===== src/rtl/cm_arb_pkg.sv =====
// cm_arb_pkg: shared state encoding, requester bound and width helpers for cm_arbiter.
package cm_arb_pkg;
    localparam int N_REQ_MAX = 8;
    typedef enum logic [1:0] {
        IDLE  = 2'b00,
        START = 2'b01,
        WAIT  = 2'b10,
        RESP  = 2'b11
    } state_t;
    function automatic int op_w(int w);
        return 2 * w;
    endfunction
    function automatic int prod_w(int w);
        return 4 * w;
    endfunction
    function automatic int idx_w(int n);
        return n > 1 ? $clog2(n) : 1;
    endfunction
endpackage


===== src/rtl/cm_arbiter_if.sv =====
// cm_arbiter_if: requester-side and CM-side signals of cm_arbiter.
// slave is the arbiter's view; master is the requesters plus the CM.
interface cm_arbiter_if
    import cm_arb_pkg::*;
#(
    parameter int N_REQ = 2,
    parameter int WIDTH = 16
) ();
    logic [N_REQ-1:0]                 req;
    logic [N_REQ*op_w(WIDTH)-1:0]     req_a;
    logic [N_REQ*op_w(WIDTH)-1:0]     req_b;
    logic [N_REQ-1:0]                 grant;
    logic [N_REQ-1:0]                 rsp_valid;
    logic [prod_w(WIDTH)-1:0]         rsp_data;
    logic                             busy;
    logic                             cm_start;
    logic [op_w(WIDTH)-1:0]           cm_a;
    logic [op_w(WIDTH)-1:0]           cm_b;
    logic                             cm_ready;
    logic [prod_w(WIDTH)-1:0]         cm_p;
    modport slave (
        input  req, req_a, req_b, cm_ready, cm_p,
        output grant, rsp_valid, rsp_data, busy, cm_start, cm_a, cm_b
    );
    modport master (
        output req, req_a, req_b, cm_ready, cm_p,
        input  grant, rsp_valid, rsp_data, busy, cm_start, cm_a, cm_b
    );
endinterface


===== src/rtl/cm_arb_rr_pick.sv =====
// cm_arb_rr_pick: rotating-base priority encoder; the first set req at or after base wins.
module cm_arb_rr_pick
    import cm_arb_pkg::*;
#(
    parameter  int N_REQ = 2,
    localparam int IW    = idx_w(N_REQ)
) (
    input  logic [N_REQ-1:0] req,
    input  logic [IW-1:0]    base,
    output logic [N_REQ-1:0] onehot,
    output logic [IW-1:0]    idx
);
    logic [2*N_REQ-1:0] rot;
    assign rot = {req, req} >> base;
    always_comb begin
        idx = '0;
        for (int k = N_REQ - 1; k >= 0; k--)
            if (rot[k]) idx = IW'((int'(base) + k) % N_REQ);
    end
    assign onehot = (|req) ? N_REQ'(1) << idx : '0;
endmodule


===== src/rtl/cm_arbiter.sv =====
// cm_arbiter: shares one complex multiplier between N_REQ requesters (round-robin).
// Define CM_ARB_FIXED_PRIO_EN for fixed priority (lowest index wins); N_REQ/WIDTH must match bus.
module cm_arbiter
    import cm_arb_pkg::*;
#(
    parameter int N_REQ = 2,
    parameter int WIDTH = 16
) (
    input logic         clk,
    input logic         rst,
    cm_arbiter_if.slave bus
);
    localparam int OPW = op_w(WIDTH);
    localparam int IW  = idx_w(N_REQ);

    if (N_REQ < 2 || N_REQ > N_REQ_MAX) begin : g_bad_n_req
        $error("cm_arbiter: N_REQ out of range");
    end

    state_t           state;
    logic [N_REQ-1:0] win;
    logic [N_REQ-1:0] pick_oh;
    logic [IW-1:0]    pick_idx;
    logic [IW-1:0]    base;
    logic [OPW-1:0]   sel_a;
    logic [OPW-1:0]   sel_b;

`ifdef CM_ARB_FIXED_PRIO_EN
    assign base = '0;
`else
    logic [IW-1:0] last;
    assign base = (last == IW'(N_REQ - 1)) ? '0 : last + 1'b1;
`endif

    cm_arb_rr_pick #(.N_REQ(N_REQ)) u_pick (
        .req    (bus.req),
        .base   (base),
        .onehot (pick_oh),
        .idx    (pick_idx)
    );

    assign sel_a    = bus.req_a[pick_idx*OPW +: OPW];
    assign sel_b    = bus.req_b[pick_idx*OPW +: OPW];
    assign bus.busy = state != IDLE;

    // grant/cm_start/rsp_valid are one-cycle pulses, cleared every cycle unless re-armed
    always_ff @(posedge clk or negedge rst) begin
        if (!rst) begin
            state         <= IDLE;
            win           <= '0;
            bus.grant     <= '0;
            bus.rsp_valid <= '0;
            bus.rsp_data  <= '0;
            bus.cm_start  <= 1'b0;
            bus.cm_a      <= '0;
            bus.cm_b      <= '0;
`ifndef CM_ARB_FIXED_PRIO_EN
            last          <= IW'(N_REQ - 1);
`endif
        end else begin
            bus.grant     <= '0;
            bus.cm_start  <= 1'b0;
            bus.rsp_valid <= '0;
            case (state)
                IDLE: if (|bus.req) begin
                    state        <= START;
                    win          <= pick_oh;
                    bus.grant    <= pick_oh;
                    bus.cm_start <= 1'b1;
                    bus.cm_a     <= sel_a;
                    bus.cm_b     <= sel_b;
`ifndef CM_ARB_FIXED_PRIO_EN
                    last         <= pick_idx;
`endif
                end
                START: state <= WAIT;
                WAIT: if (bus.cm_ready) begin
                    bus.rsp_data  <= bus.cm_p;
                    bus.rsp_valid <= win;
                    state         <= RESP;
                end
                RESP: state <= IDLE;
            endcase
        end
    end
endmodule


===== src/flat_wrapper.sv =====
// flat-port wrapper written by rule: the top's interface ports become plain ports
module cm_arbiter_flat import cm_arb_pkg::*;
#(
    parameter int N_REQ = 2,
    parameter int WIDTH = 16
)
  (clk, rst, bus_req, bus_req_a, bus_req_b, bus_cm_ready, bus_cm_p, bus_grant, bus_rsp_valid, bus_rsp_data, bus_busy, bus_cm_start, bus_cm_a, bus_cm_b);
  cm_arbiter_if #(.N_REQ(N_REQ), .WIDTH(WIDTH)) bus_i ();
  input logic clk;
  input logic rst;
  input wire logic [$bits(bus_i.req)-1:0] bus_req;
  input wire logic [$bits(bus_i.req_a)-1:0] bus_req_a;
  input wire logic [$bits(bus_i.req_b)-1:0] bus_req_b;
  input wire logic [$bits(bus_i.cm_ready)-1:0] bus_cm_ready;
  input wire logic [$bits(bus_i.cm_p)-1:0] bus_cm_p;
  output wire logic [$bits(bus_i.grant)-1:0] bus_grant;
  output wire logic [$bits(bus_i.rsp_valid)-1:0] bus_rsp_valid;
  output wire logic [$bits(bus_i.rsp_data)-1:0] bus_rsp_data;
  output wire logic [$bits(bus_i.busy)-1:0] bus_busy;
  output wire logic [$bits(bus_i.cm_start)-1:0] bus_cm_start;
  output wire logic [$bits(bus_i.cm_a)-1:0] bus_cm_a;
  output wire logic [$bits(bus_i.cm_b)-1:0] bus_cm_b;
  assign bus_i.req = bus_req;
  assign bus_i.req_a = bus_req_a;
  assign bus_i.req_b = bus_req_b;
  assign bus_i.cm_ready = bus_cm_ready;
  assign bus_i.cm_p = bus_cm_p;
  assign bus_grant = bus_i.grant;
  assign bus_rsp_valid = bus_i.rsp_valid;
  assign bus_rsp_data = bus_i.rsp_data;
  assign bus_busy = bus_i.busy;
  assign bus_cm_start = bus_i.cm_start;
  assign bus_cm_a = bus_i.cm_a;
  assign bus_cm_b = bus_i.cm_b;
  cm_arbiter #(.N_REQ(N_REQ), .WIDTH(WIDTH)) u_core (.clk(clk), .rst(rst), .bus(bus_i));
endmodule

===== config.mk =====
export PLATFORM = sky130hd
export DESIGN_NAME = cm_arbiter_flat
export DESIGN_NICKNAME = d
export VERILOG_FILES = /design/src/rtl/cm_arb_pkg.sv /design/src/rtl/cm_arbiter_if.sv /design/src/rtl/cm_arb_rr_pick.sv /design/src/rtl/cm_arbiter.sv /design/src/flat_wrapper.sv
export SDC_FILE = /design/constraint.sdc
export NUM_CORES = 1
export LEC_CHECK = 0
export CAP_MARGIN = 20
export CORE_MARGIN = 5
export CORE_UTILIZATION = 42
export CTS_CLUSTER_DIAMETER = 120
export DETAILED_ROUTE_END_ITERATION = 6
export PLACE_DENSITY_LB_ADDON = 0.08
export REMOVE_ABC_BUFFERS = 1
export SLEW_MARGIN = 10
export SYNTH_ARGS = -nofsm -noshare
export SYNTH_HDL_FRONTEND = slang
export SYNTH_HIERARCHICAL = 1
export SYNTH_SLANG_ARGS = --single-unit

===== constraint.sdc =====
create_clock -name clk -period 3.9 [get_ports clk]
set_input_delay 0.78 -clock clk [delete_from_list [all_inputs] [get_ports clk]]
set_output_delay 0.78 -clock clk [all_outputs]
set_load 0.01 [all_outputs]

==> metrics.yaml <==
pwr-share-seq: 0.333
relSlewSlack: 0.389
cts_root_buf: "clkbuf_16"
syn_area_mm2: 0.00586
postSynthCellCount: 450
p_int_mw: 5.14
routed_wl_um: 17700
diodes: 0
synth-adder-area-share: 0.00641
cts.path.max_buffers: 2
yosysSeqAreaShare: 0.590
ys_dominant_reg_cell: "dfrtp_1"
die_area_mm2: 0.0164
cellPowerDensity_mw_per_mm2: 762
cap_violations: 0
wl_met1_um: 6460
place.gp.congestion: 0.792
htree_levels: 4
synth_top_family_by_area: "multiplexers"
synth_common_cells: "dfrtp_1, o21ai_0, mux2i_1, nand2_1, mux2_2"
cp-start-kind: "register"
fin_total_pwr_mw: 7.50
fill_cells: 1057
synth_compound_area_frac: 0.0630
timing.hold.ws_ps: 483
tightestPinTransition_ps: 916
regArea_mm2: 0.00345
synth-seq-cells: 138
hold_class: "primary input to asynchronous set/reset pin"
initial_core_util: 0.425
synth_edf_count: 0
drtPass1Iterations: 4
synth_top_area_cell: "dfrtp_1"
synth-simple-area-share: 0.0515
track_usage: 0.216
ys_top_cells_by_area: "dfrtp_1, mux2_2, mux2i_1, o21ai_0, nand2_1"
clock_skew_ps: 8.49
muxShareOfSynthArea: 0.244
drc: 0
yosysWarningCount: 6
ioPinCount: 331
dr.first_iter.drc_count: 183
fmax_ghz: 0.397
setup_viol: 0
period_needed_ps: 2520
die_w_um: 128
postCtsHoldBufs: 0
maxUsedRoutingLayer: "met4"
synth_xor_area_frac: 0
dp_hpwl_um: 13700
area_growth_pct: 68.2
via_count: 4647
crit_required_ps: 3120
critPathKind: "register to primary output"
cts.repair.resized: 0
p_sw_frac: 0.315
wl_met3_um: 1830
portBuffers: 330
overflow: 0
hold_viol: 0
core_mm2: 0.0138
rows: 43
async_flop_share: 1.00
ant_nets: 0
wl_met2_um: 9150
slew_viol_final: 0
period_share: 0.647
clock_sinks: 138
viasPerCell: 4.78
synth_top_area_frac: 0.585
status: "finished, final reports clean"
wire_per_inst_um: 18.2
multi_input_area_mm2: 0.00216
clkLatencyLatePin_ps: 420
grt_pass1_wl_um: 27100
crit_fanout: 3
ys_types: 25
grt_setup_unrepaired: "no"
p_sw_mw: 2.37
grt_pass1_vias: 5106
syn_area_per_cell_um2: 13.0
comb_power_share: 0.438
grt_max_degree: 103
antenna_found_initial: 0
cp_data_arrival_time_ps: 1740
cts_tree: "done"
cts_made_buffers: 17
endpoint_kind: "primary output"
clkTransAtPathRegs_ps: 60
fin_nets: 979
irDropWorstVdd_uv: 350
total_leakage_power_nw: 4.31
synth_most_common_cell: "dfrtp_1"
clkPwrFrac: 0.229
die_h_um: 128
drive_gt1_frac: 0.146
cts_setup_buffers: 0
critical path, stage by stage (launching register included):
cell and delay (ps):
dfrtp_1 340, inv_1 70, ha_1 260, inv_1 90, clkdlybuf4s50_1 560
cells by family after synthesis:
kind of cell / after synthesis
flops: 138
compound gates: 71
mux: 132
buf+inv: 33
fa+ha+maj: 3
simple gates: 73
sequential cells by signal, summed over array words and instances, names as in the netlist:
name	count
u_core/bus.rsp_data	64
u_core/win	2
u_core/state	2
u_core/bus.rsp_valid	2
u_core/bus.grant	2
u_core/bus.cm_start	1
u_core/bus.cm_a	32
u_core/bus.cm_b	32
u_core/last	1
power groups by stage:
stage          combinational [mW]  clock [mW]  sequential [mW]
2_1_floorplan                1.10           0             2.81
3_3_place_gp                 3.26           0             2.49
3_5_place_dp                 3.33           0             2.51
4_1_cts                      3.34        1.76             2.51
5_1_grt                      3.53        1.82             2.60
6_report                     3.28        1.72             2.50
cells in the final DEF (no fill, tap or decap), types with 3 or more instances in the layout:
cell	count
clkdlybuf4s50_1	329
dfrtp_1	137
o21ai_0	65
mux2i_1	64
nand2_1	64
mux2_2	62
clkbuf_16	17
buf_4	7
inv_1	6
mux2_4	6
inv_6	5
bufinv_16	4
clkinvlp_4	3
clkinv_4	3
ha_1	3
per-layer routing:
| layer | vias up | track usage |
|---|---|---|
| met2 | 215 | 0.384 |
| li1 | 2215 | - |
| met3 | 22 | 0.0938 |
| met1 | 2195 | 0.231 |
| met5 | - | 0 |
| met4 | 0 | 0.0699 |
area by class of cell:
type	instances	area share
clock buffer	17	0.0432
multi-input combinational	279	0.219
sequential	138	0.351
clock inverter	15	0.0216
timing repair buffer	337	0.341
tap	180	0.0229
inverter	6	0.00229
metrics by stage:
| stage | instance area [um2] | TNS (ps) | cells | util | worst slack [ps] |
|---|---|---|---|---|---|
| final | 9850 | 0 | 972 | 0.715 | 1380 |
| after global routing | 9850 | 0 | 972 | 0.715 | 1280 |
| after CTS | 9850 | 0 | 972 | 0.715 | 1340 |
| after detailed placement | 9220 | 0 | 940 | 0.669 | 1020 |
| after global placement | 9220 | 0 | 940 | 0.669 | 1150 |
| after floorplan | 5610 | -129680 | 423 | - | -2000 |
path summary, 6_finish.rpt:
kind	endpoint	slack, ps	cells past startpoint	from
worst max-delay path	bus_busy	1380	4	u_core/state[0]
worst min-delay path	u_core/bus.cm_a[15]	480	1	rst
worst max register to register	u_core/bus.rsp_data[21]	1990	4	u_core/state[0]
worst min register to register	u_core/bus.cm_b[4]	480	2	u_core/bus.cm_b[4]
max in group asynchronous	u_core/bus.rsp_data[10]	2580	2	rst
min in group clk	u_core/bus.cm_b[4]	480	2	u_core/bus.cm_b[4]
No activity file was read; power rests on OpenSTA's default activity.
